==> src/rtl/ram_march_bist.sv <==
// March C- BIST controller sitting in front of a single-port RAM; passes the functional port through when idle.
// Optional build macro BIST_ERR_CNT_EN: adds err_cnt and runs the full march instead of aborting on the first mismatch.
module ram_march_bist #(
    parameter int WIDTH  = 8,
    parameter int DEPTH  = 8,
    parameter int ADDR_W = 3
) (
    input  logic              clk,
    input  logic              reset_n,
    input  logic              start,
    output logic              busy,
    output logic              done,
    output logic              pass,
    output logic [ADDR_W-1:0] fail_addr,
    output logic [2:0]        fail_elem,
`ifdef BIST_ERR_CNT_EN
    output logic [7:0]        err_cnt,
`endif
    input  logic              func_cs_n,
    input  logic              func_we_n,
    input  logic [ADDR_W-1:0] func_addr,
    input  logic [WIDTH-1:0]  func_wdata,
    output logic [WIDTH-1:0]  func_rdata,
    output logic              ram_cs_n,
    output logic              ram_we_n,
    output logic [ADDR_W-1:0] ram_addr,
    output logic [WIDTH-1:0]  ram_wdata,
    input  logic [WIDTH-1:0]  ram_rdata
);

    typedef enum logic [1:0] {IDLE, RUN, DONE} state_t;

    localparam logic [2:0] M0 = 3'd0;
    localparam logic [2:0] M1 = 3'd1;
    localparam logic [2:0] M2 = 3'd2;
    localparam logic [2:0] M3 = 3'd3;
    localparam logic [2:0] M4 = 3'd4;
    localparam logic [2:0] M5 = 3'd5;
    localparam logic [ADDR_W-1:0] ADDR_LAST = ADDR_W'(DEPTH - 1);

    state_t              state;
    state_t              state_nxt;
    logic [2:0]          elem;
    logic [ADDR_W-1:0]   addr;
    logic                phase;
    logic [WIDTH-1:0]    exp_data;
    logic                compare;
    logic                mismatch;
    logic                last_addr;
    logic                run_end;
    logic                abort;
    logic                start_run;

    assign func_rdata = ram_rdata;

    // phase 0 is the issue cycle of a read element, phase 1 its compare/write cycle
    always_comb begin
        compare   = (state == RUN) && phase && (elem != M0);
        exp_data  = ((elem == M2) || (elem == M4)) ? '1 : '0;
        mismatch  = compare && (ram_rdata != exp_data);
        last_addr = ((elem == M3) || (elem == M4)) ? (addr == '0) : (addr == ADDR_LAST);
        run_end   = compare && (elem == M5) && last_addr;
        start_run = (state != RUN) && start;
`ifdef BIST_ERR_CNT_EN
        abort     = 1'b0;
`else
        abort     = mismatch;
`endif
    end

    always_ff @(posedge clk or negedge reset_n) begin
        if (!reset_n) begin
            state <= IDLE;
        end else begin
            state <= state_nxt;
        end
    end

    always_comb begin
        state_nxt = state;
        case (state)
            IDLE, DONE: if (start) state_nxt = RUN;
            RUN:        if (run_end || abort) state_nxt = DONE;
            default:    state_nxt = IDLE;
        endcase
    end

    always_comb begin
        busy = (state == RUN);
        if (state == RUN) begin
            ram_cs_n  = (elem == M5) && phase;
            ram_we_n  = !((elem == M0) || (phase && (elem != M5)));
            ram_addr  = addr;
            ram_wdata = ((elem == M1) || (elem == M3)) ? '1 : '0;
        end else begin
            ram_cs_n  = func_cs_n;
            ram_we_n  = func_we_n;
            ram_addr  = func_addr;
            ram_wdata = func_wdata;
        end
    end

    // Element M0 steps every cycle; the others step after their compare cycle.
    always_ff @(posedge clk or negedge reset_n) begin
        if (!reset_n) begin
            elem      <= M0;
            addr      <= '0;
            phase     <= 1'b0;
            done      <= 1'b0;
            pass      <= 1'b0;
            fail_addr <= '0;
            fail_elem <= 3'd0;
`ifdef BIST_ERR_CNT_EN
            err_cnt   <= 8'd0;
`endif
        end else if (start_run) begin
            elem      <= M0;
            addr      <= '0;
            phase     <= 1'b0;
            done      <= 1'b0;
            pass      <= 1'b0;
            fail_addr <= '0;
            fail_elem <= 3'd0;
`ifdef BIST_ERR_CNT_EN
            err_cnt   <= 8'd0;
`endif
        end else if (state == RUN) begin
            if ((elem == M0) || phase) begin
                phase <= 1'b0;
                if (last_addr && (elem != M5)) begin
                    elem <= elem + 3'd1;
                    addr <= ((elem == M2) || (elem == M3)) ? '1 : '0;
                end else if ((elem == M3) || (elem == M4)) begin
                    addr <= addr - ADDR_W'(1);
                end else begin
                    addr <= addr + ADDR_W'(1);
                end
            end else begin
                phase <= 1'b1;
            end
`ifdef BIST_ERR_CNT_EN
            if (mismatch && (err_cnt == 8'd0)) begin
                fail_addr <= addr;
                fail_elem <= elem;
            end
            if (mismatch && (err_cnt != 8'hFF)) begin
                err_cnt <= err_cnt + 8'd1;
            end
            if (run_end) begin
                done <= 1'b1;
                pass <= (err_cnt == 8'd0) && !mismatch;
            end
`else
            if (mismatch) begin
                fail_addr <= addr;
                fail_elem <= elem;
            end
            if (run_end || abort) begin
                done <= 1'b1;
                pass <= !mismatch;
            end
`endif
        end
    end

endmodule

==> config.mk <==
export PLATFORM = sky130hd
export DESIGN_NAME = ram_march_bist
export DESIGN_NICKNAME = d
export VERILOG_FILES = /design/src/rtl/ram_march_bist.sv
export SDC_FILE = /design/constraint.sdc
export NUM_CORES = 1
export LEC_CHECK = 0
export ABC_AREA = 1
export ABC_CLOCK_PERIOD_IN_PS = 2420
export BUFFER_PORTS_ARGS = -buffer_cell sky130_fd_sc_hd__clkbuf_2
export CORE_MARGIN = 2
export CORE_UTILIZATION = 47
export CTS_CLUSTER_SIZE = 24
export DETAILED_ROUTE_END_ITERATION = 10
export GPL_TIMING_DRIVEN = 0
export MAX_ROUTING_LAYER = met4
export PLACE_DENSITY = 0.84
export RECOVER_POWER = 100
export SYNTH_ARGS = -nofsm -noshare
export SYNTH_HDL_FRONTEND = slang
export SYNTH_SLANG_ARGS = --single-unit
==> constraint.sdc <==
create_clock -name clk -period 2.42 [get_ports clk]
set_clock_uncertainty 0.05 [all_clocks]
set_input_delay 0.363 -clock clk [delete_from_list [all_inputs] [get_ports clk]]
set_output_delay 0.363 -clock clk [all_outputs]
set_load 0.05 [all_outputs]
==> parameters.txt, run 1 <==
Parameter                              Value

Routing
  Final wirelength ... 2640 microns
  DRC violation total after the first TritonRoute iteration ... 44
  Average via count per standard cell ... 4.66
  Average routed wire per standard cell ... 9.65 microns
  Post-route ant nets ... 0
  Post-detailed-route DRC marker count ... 0
  Routed vias ... 1,273
  Total iterations of the first detailed-routing run ... 5

Synth
  Synthesized instance count ... 186
  Post-synth ARST share ... 1.00
  Post-synthesis net count ... 216
  Number of synthesized register bits ... 17
  Sequential share of the synthesized area ... 0.344
  Post-Synthesis Cell Area ... 1240 sq um
  Most used standard cell by instance count after synthesis ... sky130_fd_sc_hd__nand2_1
  Count of cell types in the netlist ... 26
  Number of synthesis warnings ... 0
  Most frequent cells after synthesis ... 72 x sky130_fd_sc_hd__nand2_1, 19 x sky130_fd_sc_hd__nor2_1, 18 x sky130_fd_sc_hd__inv_1
  Fraction of synthesized cell area taken by the top area cell type ... 0.344
  Post-synth top area cell ... sky130_fd_sc_hd__dfrtp_1
  Predominant post-synthesis flop cell ... sky130_fd_sc_hd__dfrtp_1
  Dominant cells by area after synthesis ... sky130_fd_sc_hd__dfrtp_1 34%, sky130_fd_sc_hd__nand2_1 22%, sky130_fd_sc_hd__nand3_1 6.9%, sky130_fd_sc_hd__nor2_1 5.8%, sky130_fd_sc_hd__inv_1 5.5%
  Avg Synthesized Cell Area ... 6.65 sq um
  Number of synthesized flops with an enable pin ... 0

Cells and area
  Layout Nets ... 274
  Fraction of layout cells with a size suffix above 1 ... 0.214
  Layout Cell Area excl Fill ... 1530 sq um
  Number of diodes ... 0
  Multi-input gate area ... 642 sq um
  Number of filler instances in the final layout ... 261
  Synth-to-Final Area Change ... 23.9%
  Non-filler instance count after layout ... 273
  Area taken by flip-flops and latches ... 425 sq um

Floorplanning
  Overall die area ... 3060 sq um
  Ports placed on the boundary ... 54
  Floorplan Core Area ... 2480 sq um
  Starting Density ... 0.499
  Die Span Y ... 55.3 microns
  Width of the die ... 55.3 microns
  Count of standard-cell rows ... 18

Setup path
  Crit path largest cell delay ... 0.45 ns
  Required time worst endpoint ... 2.01 ns
  Arr. time, crit path ... 1.81 ns
  Worst Path Max Fanout ... 8
  Kind of start point of the critical path ... flip-flop
  Buffer and inverter count on the worst path ... 1
  Cell with the largest stage delay on the worst path ... sky130_fd_sc_hd__dfrtp_1
  Worst setup EP type ... output port
  Cell breakdown of the critical path ... ha_1 > ha_1 > a21oi_1 > or2_2 > nand2_1 > clkbuf_2
  Critical path type ... reg2out
  Largest delay share family, worst path ... flip-flops
  Cell repeated most along the worst path ... sky130_fd_sc_hd__ha_1

Place
  Post-placement cell area ... 1540 sq um
  Quantity of I/O buffers inserted on ports ... 53
  Final Wtd Congestion ... 0.862
  DP Cell Count ... 269
  Sum of net half-perimeters after detailed placement ... 2110 microns

Global route
  Maximum number of pins on one net before global-route repair ... 18
  Total track usage ... 0.182
  Number of global-route vias before repair ... 1,089
  GRT Residual Overflow ... 0
  Global-route wire length before repair ... 4490 microns
  Antenna violations before repair ... 0

Clocking
  Clk_lat worst skew ... 0.29 ns
  Buffer count from post-CTS setup fixing ... 0
  CTS sink count ... 17
  Maximum count of clock buffers along a single path ... 2
  CTS buffer count ... 3
  Clock slew seen by the registers of the worst setup and hold paths ... 0.09 ns
  Number of H-tree branching levels ... 1
  TritonCTS clock tree ... yes
  Root Buffer ... sky130_fd_sc_hd__clkbuf_4

Timing
  Unrepaired setup endpoints after global routing ... false
  Actual transition at the worst max-transition pin ... 0.896 ns
  TNS Setup ... 0 ns
  Max-slew violation total from the final report ... 0
  Final setup vio count ... 0
  Final cycle utilization of the critical path ... 0.919
  Max frequency ... 449 MHz
  Worst slack on hold paths ... 0.238 ns
  Final worst path period need ... 2.22 ns
  Remaining max-slew budget at the tightest pin ... 0.403
  Final Hold Fails ... 0

Flow run
  Maximum capacitance violations ... 0

Worst hold path
  Path category of the worst min-delay check ... in2reg

Outcome
  Status ... completed
cell type report:
cell class / instances / area share
inverters: 22 / 0.0539
flip-flops and latches: 17 / 0.278
well taps: 30 / 0.0245
plain buffers: 10 / 0.0441
multi-input cells: 136 / 0.419
clock buffers: 4 / 0.0171
repair buffers: 54 / 0.164
worst min-delay path: cells and delay by family:
family	cells	cell delay (ns)
and+or+nand+nor	2	0.11
buffers and inverters	1	0.09
worst paths after layout:
kind	from	endpoint	slack [ns]	depth (start not counted)
setup / recovery	elem[1]	ram_wdata[0]	0.20	6
hold / removal	start	state[0]	0.24	3
setup reg to reg	elem[0]	elem[2]	0.31	11
hold reg to reg	fail_elem[0]	fail_elem[0]	0.46	2
max in group asynchronous	reset_n	elem[0]	1.12	2
min in group asynchronous	reset_n	pass	0.65	2
cells in the final DEF (no fill, tap or decap):
cell type,synthesis,final
sky130_fd_sc_hd__a21o_1,1,1
sky130_fd_sc_hd__a21oi_1,1,1
sky130_fd_sc_hd__a21oi_2,1,1
sky130_fd_sc_hd__and2_0,2,2
sky130_fd_sc_hd__buf_4,8,8
sky130_fd_sc_hd__clkbuf_1,2,22
sky130_fd_sc_hd__clkbuf_2,0,34
sky130_fd_sc_hd__clkbuf_4,0,3
sky130_fd_sc_hd__clkinv_1,1,1
sky130_fd_sc_hd__dfrtp_1,17,17
sky130_fd_sc_hd__dlygate4sd3_1,0,1
sky130_fd_sc_hd__fa_1,1,1
sky130_fd_sc_hd__ha_1,5,5
sky130_fd_sc_hd__inv_1,18,20
sky130_fd_sc_hd__inv_2,3,1
sky130_fd_sc_hd__nand2_1,72,74
sky130_fd_sc_hd__nand2_2,4,2
sky130_fd_sc_hd__nand2_4,1,1
sky130_fd_sc_hd__nand3_1,17,17
sky130_fd_sc_hd__nor2_1,19,19
sky130_fd_sc_hd__nor2_2,1,1
sky130_fd_sc_hd__nor3_1,1,1
sky130_fd_sc_hd__nor3b_1,1,1
sky130_fd_sc_hd__o21a_1,1,1
sky130_fd_sc_hd__o21ai_0,5,7
sky130_fd_sc_hd__or2_2,1,1
stage by stage:
stage                util  worst slack (ns)
global placement    0.622             0.403
detailed placement  0.622             0.377
CTS                 0.636            0.0501
global route        0.619            0.0403
finish              0.619             0.195
floorplan               -             0.179
logic make-up (layout without fill, tap and decap cells):
| group | after synthesis | after routing | share of synthesized area |
|---|---|---|---|
| AND/OR/NAND/NOR | 119 | 119 | 0.404 |
| flip-flops | 17 | 17 | 0.344 |
| adder cells (fa/ha/maj) | 6 | 6 | 0.0667 |
| AO/OA/AOI/OAI | 11 | 11 | 0.0546 |
| buffers and inverters | 33 | 90 | 0.130 |
timing repair:
action | in CTS | in global routing
gates resized for setup | 0 | 0
endpoints found under the setup margin | 0 | 8
hold endpoints to repair | 17 | 0
hold buffers | 1 | 0
layer usage:
metal | share of wire | GRT usage
met3 | 0.085 | 0.0422
met4 | 0.014 | 0.0627
met5 | 0 | -
met2 | 0.44 | 0.281
met1 | 0.46 | 0.235
sequential cells by signal (all words and copies together) (netlist names):
register	count
addr	3
elem	3
fail_addr	3
fail_elem	3
state	2
done	1
pass	1
phase	1
Power of run 1 is not shown: default switching activity piles up to over one toggle a cycle in this logic, so the estimate is an artifact.
==> inputs of run 2 (changes only) <==
--- a/config.mk
+++ b/config.mk
@@ -16,6 +16,7 @@
 export MAX_ROUTING_LAYER = met4
 export PLACE_DENSITY = 0.84
 export RECOVER_POWER = 100
+export SETUP_SLACK_MARGIN = 0.4
 export SYNTH_ARGS = -nofsm -noshare
 export SYNTH_HDL_FRONTEND = slang
 export SYNTH_SLANG_ARGS = --single-unit
==> run 2 against run 1 <==
  * Non-clock buffer count grew 12
  * Worst setup slack got worse by 0.0063 ns
  * Routed wire length up 28%
  * Cell area up 21%
  * Via count is 8.2% higher
  * Worst hold slack got worse by 0.0092 ns
  * Fmax fell by 0.28%
  * Critical path depth rose by 1
  * Highest routed layer unchanged
==> parameters.txt, run 2 (synthesized netlist as in run 1, its figures left out) <==
Parameter                              Value

Setup path
  Endpoint of the worst register-to-register path ... addr[0]
  Worst Path Max Fanout ... 8
  Critical path type ... reg2out
  Required time worst endpoint ... 2.01 ns
  Startpoint of the worst register-to-register path ... elem[0]
  Worst setup EP type ... output port
  Kind of start point of the critical path ... flip-flop
  Arr. time, crit path ... 1.82 ns
  Reg2reg setup slack ... 0.35 ns
  Register-to-Register Path Depth ... 10

Clocking
  TritonCTS clock tree ... yes
  CTS sink count ... 17
  Clock slew seen by the registers of the worst setup and hold paths ... 0.10 ns
  Number of H-tree branching levels ... 1
  Clk_lat worst skew ... 0.30 ns
  CTS buffer count ... 3
  Maximum count of clock buffers along a single path ... 2
  Root Buffer ... sky130_fd_sc_hd__clkbuf_4

Timing
  TNS Setup ... 0 ns
  Final cycle utilization of the critical path ... 0.922
  Final Hold Fails ... 0
  Unrepaired setup endpoints after global routing ... true
  Remaining max-slew budget at the tightest pin ... 0.396
  Max-slew violation total from the final report ... 0
  Max frequency ... 448 MHz
  Worst slack on hold paths ... 0.228 ns
  Final setup vio count ... 0
  Final worst path period need ... 2.23 ns
  Actual transition at the worst max-transition pin ... 0.906 ns

Outcome
  Status ... completed

Floorplanning
  Ports placed on the boundary ... 54
  Count of standard-cell rows ... 18
  Floorplan Core Area ... 2480 sq um
  Die Span Y ... 55.3 microns
  Overall die area ... 3060 sq um
  Starting Density ... 0.499
  Width of the die ... 55.3 microns

Routing
  DRC violation total after the first TritonRoute iteration ... 50
  Average routed wire per standard cell ... 11.8 microns
  Post-route ant nets ... 0
  Post-detailed-route DRC marker count ... 0
  Total iterations of the first detailed-routing run ... 4
  Final wirelength ... 3370 microns
  Average via count per standard cell ... 4.83
  Routed vias ... 1,377

Place
  Quantity of I/O buffers inserted on ports ... 53
  Final Wtd Congestion ... 0.862
  Sum of net half-perimeters after detailed placement ... 2110 microns

Cells and area
  Synth-to-Final Area Change ... 49.6%
  Number of diodes ... 0
  Most frequent cells in the layout ... 61 x sky130_fd_sc_hd__nand2_1, 22 x sky130_fd_sc_hd__clkbuf_1, 22 x sky130_fd_sc_hd__clkbuf_2
  Number of filler instances in the final layout ... 213
  Layout Nets ... 286
  Fraction of layout cells with a size suffix above 1 ... 0.349
  Leading cell type in the layout, fill and taps excluded ... sky130_fd_sc_hd__nand2_1

Worst hold path
  Hold_sp ... start
  Path category of the worst min-delay check ... in2reg
  Hold worst-path end ... state[0]
  Cell depth of the worst min-delay path ... 3

Global route
  Global-route wire length before repair ... 5240 microns
  Maximum number of pins on one net before global-route repair ... 18
  GRT Residual Overflow ... 0
  Number of global-route vias before repair ... 1,254
  Antenna violations before repair ... 0
  Total track usage ... 0.213

Flow run
  Maximum capacitance violations ... 0
## run 2: timing repair
item,4_1_cts,5_1_grt
setup buffers,4,7
hold buffers,1,0
cloned,0,0
endpoints found under the setup margin,12,12
endpoints found under the hold margin,17,0
gates resized for setup,48,28
pin swaps,3,3
## run 2: routing by layer
metal / part of all wire / routed length [microns] / track usage / vias up
li1: - / - / - / 701
met1: 0.42 / 1430 / 0.249 / 616
met2: 0.51 / 1710 / 0.372 / 58
met3: 0.059 / 198 / 0.0398 / 2
met4: 0.0095 / 32 / 0.0627 / 0
met5: 0 / 0 / - / -
## run 2: area by class of cell
class                           count  area, sq um  share of cell area
Sequential cell                    17          428               0.231
Buffer                             11          104              0.0561
Tap cell                           30         37.5              0.0203
Multi-Input combinational cell    136          726               0.392
Clock buffer                        4         26.3              0.0142
Inverter                           22         87.6              0.0473
Timing Repair Buffer               65          443               0.239
## run 2: per-stage QoR
stage / area [sq um] / cells / util / setup slack (ns)
floorplan: 1240 / 186 / - / 0.179
global placement: 1540 / 269 / 0.622 / 0.403
detailed placement: 1540 / 269 / 0.622 / 0.377
CTS: 1790 / 278 / 0.721 / 0.328
global route: 1850 / 285 / 0.747 / 0.131
finish: 1850 / 285 / 0.747 / 0.189
## run 2: how the worst max path moves through the flow
stage          startpoint           end  slack, ns
2_1_floorplan    state[1]   ram_addr[0]       0.18
3_3_place_gp      elem[1]  ram_wdata[1]       0.40
3_5_place_dp      elem[1]  ram_wdata[0]       0.38
4_1_cts           elem[1]  ram_wdata[0]       0.33
5_1_grt           elem[0]  ram_wdata[2]       0.13
6_report          elem[0]  ram_wdata[1]       0.19
## run 2: worst max-delay path, stage by stage (launching register included)
cell	delay [ns]
sky130_fd_sc_hd__dfrtp_1	0.44
sky130_fd_sc_hd__ha_1	0.27
sky130_fd_sc_hd__ha_4	0.16
sky130_fd_sc_hd__a21oi_2	0.03
sky130_fd_sc_hd__or2_4	0.23
sky130_fd_sc_hd__clkbuf_16	0.16
sky130_fd_sc_hd__nand2_2	0.08
sky130_fd_sc_hd__buf_8	0.14
Power of run 2 is left out for the same reason.
==> inputs of run 3 (changes only) <==
--- a/config.mk
+++ b/config.mk
@@ -6,15 +6,15 @@
 export NUM_CORES = 1
 export LEC_CHECK = 0
 export ABC_AREA = 1
-export ABC_CLOCK_PERIOD_IN_PS = 2420
+export ABC_CLOCK_PERIOD_IN_PS = 2400
 export BUFFER_PORTS_ARGS = -buffer_cell sky130_fd_sc_hd__clkbuf_2
 export CORE_MARGIN = 2
-export CORE_UTILIZATION = 47
+export CORE_UTILIZATION = 45
 export CTS_CLUSTER_SIZE = 24
 export DETAILED_ROUTE_END_ITERATION = 10
 export GPL_TIMING_DRIVEN = 0
 export MAX_ROUTING_LAYER = met4
-export PLACE_DENSITY = 0.84
+export PLACE_DENSITY = 0.81
 export RECOVER_POWER = 100
 export SETUP_SLACK_MARGIN = 0.4
 export SYNTH_ARGS = -nofsm -noshare
==> constraint.sdc (replaced) <==
create_clock -name clk -period 2.4 [get_ports clk]
set_clock_uncertainty 0.05 [all_clocks]
set_input_delay 0.36 -clock clk [delete_from_list [all_inputs] [get_ports clk]]
set_output_delay 0.36 -clock clk [all_outputs]
set_load 0.05 [all_outputs]
==> run 3 against run 2 <==
  * Sequential cell count is the same
  * Critical path depth unchanged
  * Routed wire length fell by 6.2%
  * Global-route usage shrank 0.73 points
  * Critical endpoint is now ram_wdata[5]
  * Highest routed layer unchanged
  * Via count is 2.4% lower
==> parameters.txt, run 3 (synthesized netlist as in run 1, its figures left out) <==
Parameter                              Value

Place
  Quantity of I/O buffers inserted on ports ... 53
  Final Wtd Congestion ... 0.747
  DP Cell Count ... 270
  Pre-CTS WS ... 0.341 ns
  Sum of net half-perimeters after detailed placement ... 2200 microns

Timing
  Final WS setup ... 0.189 ns
  Actual transition at the worst max-transition pin ... 0.914 ns
  Unrepaired setup endpoints after global routing ... true
  Final setup vio count ... 0
  Final worst path period need ... 2.21 ns
  Max frequency ... 452 MHz
  Max-slew violation total from the final report ... 0
  Final cycle utilization of the critical path ... 0.921
  Worst slack on hold paths ... 0.227 ns
  Final Hold Fails ... 0
  Remaining max-slew budget at the tightest pin ... 0.391
  TNS Setup ... 0 ns

Routing
  Post-route ant nets ... 0
  Total iterations of the first detailed-routing run ... 4
  Met2 wirelength from detailed routing ... 1600 microns
  Max layer used ... met4
  Average routed wire per standard cell ... 11.3 microns
  Average via count per standard cell ... 4.82
  Routed vias ... 1,344
  Final wirelength ... 3160 microns
  Met1 layer wirelength in the final routing ... 1320 microns
  Post-detailed-route DRC marker count ... 0
  DRC violation total after the first TritonRoute iteration ... 30
  Routed met3 length ... 212 microns

Setup path
  Worst Path Max Fanout ... 8
  Register-to-Register Path Depth ... 12
  Critical path type ... reg2out
  Arr. time, crit path ... 1.80 ns
  Worst setup EP type ... output port
  Reg2reg setup slack ... 0.46 ns
  Kind of start point of the critical path ... flip-flop
  Endpoint of the worst register-to-register path ... fail_addr[1]
  Startpoint of the worst register-to-register path ... elem[0]
  Required time worst endpoint ... 1.99 ns

Clocking
  Root Buffer ... sky130_fd_sc_hd__clkbuf_4
  CTS buffer count ... 3
  Maximum count of clock buffers along a single path ... 2
  Clk_lat worst skew ... 0.30 ns
  Number of H-tree branching levels ... 1
  CTS sink count ... 17
  Clock slew seen by the registers of the worst setup and hold paths ... 0.10 ns
  TritonCTS clock tree ... yes

Cells and area
  Number of diodes ... 0
  Leading cell type in the layout, fill and taps excluded ... sky130_fd_sc_hd__nand2_1
  Fraction of layout cells with a size suffix above 1 ... 0.294
  Synth-to-Final Area Change ... 41.4%
  Most frequent cells in the layout ... 66 x sky130_fd_sc_hd__nand2_1, 24 x sky130_fd_sc_hd__clkbuf_2, 21 x sky130_fd_sc_hd__clkbuf_1
  Non-filler instance count after layout ... 279
  Layout Nets ... 279

Global route
  Maximum number of pins on one net before global-route repair ... 18
  Global-route wire length before repair ... 5200 microns
  Antenna violations before repair ... 0
  GRT Residual Overflow ... 0
  Total track usage ... 0.206
  Number of global-route vias before repair ... 1,268

Floorplanning
  Ports placed on the boundary ... 54
  Overall die area ... 3190 sq um
  Count of standard-cell rows ... 19
  Starting Density ... 0.461
  Width of the die ... 56.4 microns
  Floorplan Core Area ... 2690 sq um
  Die Span Y ... 56.4 microns

Worst hold path
  Cell depth of the worst min-delay path ... 3
  Hold worst-path end ... state[0]
  Path category of the worst min-delay check ... in2reg
  Hold_sp ... start

Outcome
  Status ... completed

Flow run
  Maximum capacitance violations ... 0
run 3: cell count changes in the layout (fill, tap and decap cells not counted), moves of 2 or more:
cell | before | now
sky130_fd_sc_hd__nand2_2 | 14 | 7
sky130_fd_sc_hd__inv_1 | 15 | 18
sky130_fd_sc_hd__ha_4 | 3 | 0
sky130_fd_sc_hd__inv_2 | 5 | 2
sky130_fd_sc_hd__buf_4 | 18 | 12
sky130_fd_sc_hd__clkbuf_2 | 22 | 24
sky130_fd_sc_hd__ha_1 | 2 | 4
sky130_fd_sc_hd__nand2_1 | 61 | 66
sky130_fd_sc_hd__buf_8 | 9 | 7
sky130_fd_sc_hd__nand2_4 | 2 | 4
run 3: worst max-delay path by stage:
stage                        start            to  depth (start not counted)
final                      elem[1]  ram_wdata[5]                          7
after global routing       elem[1]  ram_wdata[7]                          7
after CTS                  elem[1]  ram_wdata[2]                          7
after detailed placement   elem[1]  ram_wdata[5]                          7
after global placement     elem[1]  ram_wdata[5]                          7
after floorplan           state[1]   ram_addr[0]                          4
run 3: per-layer routing:
layer	track usage	vias up
li1	-	681
met1	0.242	608
met2	0.369	50
met3	0.0276	5
met4	0.0510	0
met5	-	-
run 3: critical path, stage by stage, from the launching register on:
cell and delay, ns:
sky130_fd_sc_hd__dfrtp_2 0.44, sky130_fd_sc_hd__ha_1 0.23, sky130_fd_sc_hd__ha_1 0.19, sky130_fd_sc_hd__a21oi_1 0.13
sky130_fd_sc_hd__or2_4 0.15, sky130_fd_sc_hd__clkbuf_16 0.15, sky130_fd_sc_hd__nand2_4 0.05, sky130_fd_sc_hd__clkbuf_16 0.16
run 3: timing repair:
action / in CTS / in global routing
hold endpoints to repair: 17 / 0
resized for setup: 52 / 12
setup endpoints to repair: 12 / 13
hold buffers: 1 / 0
buffers inserted: 2 / 2
pin swaps: 1 / 0
run 3: layout make-up:
type	instances	area, sq um
Fill cell	250	937
Multi-Input combinational cell	136	688
Sequential cell	17	428
Timing Repair Buffer	58	389
Buffer	11	93.8
Inverter	22	85.1
Tap cell	31	38.8
Clock buffer	4	26.3
run 3: stage by stage:
stage           util  cell area [sq um]
2_1_floorplan      -               1240
3_3_place_gp   0.574               1540
3_5_place_dp   0.574               1540
4_1_cts        0.667               1790
5_1_grt        0.651               1750
6_report       0.651               1750
Power of run 3 is left out for the same reason.
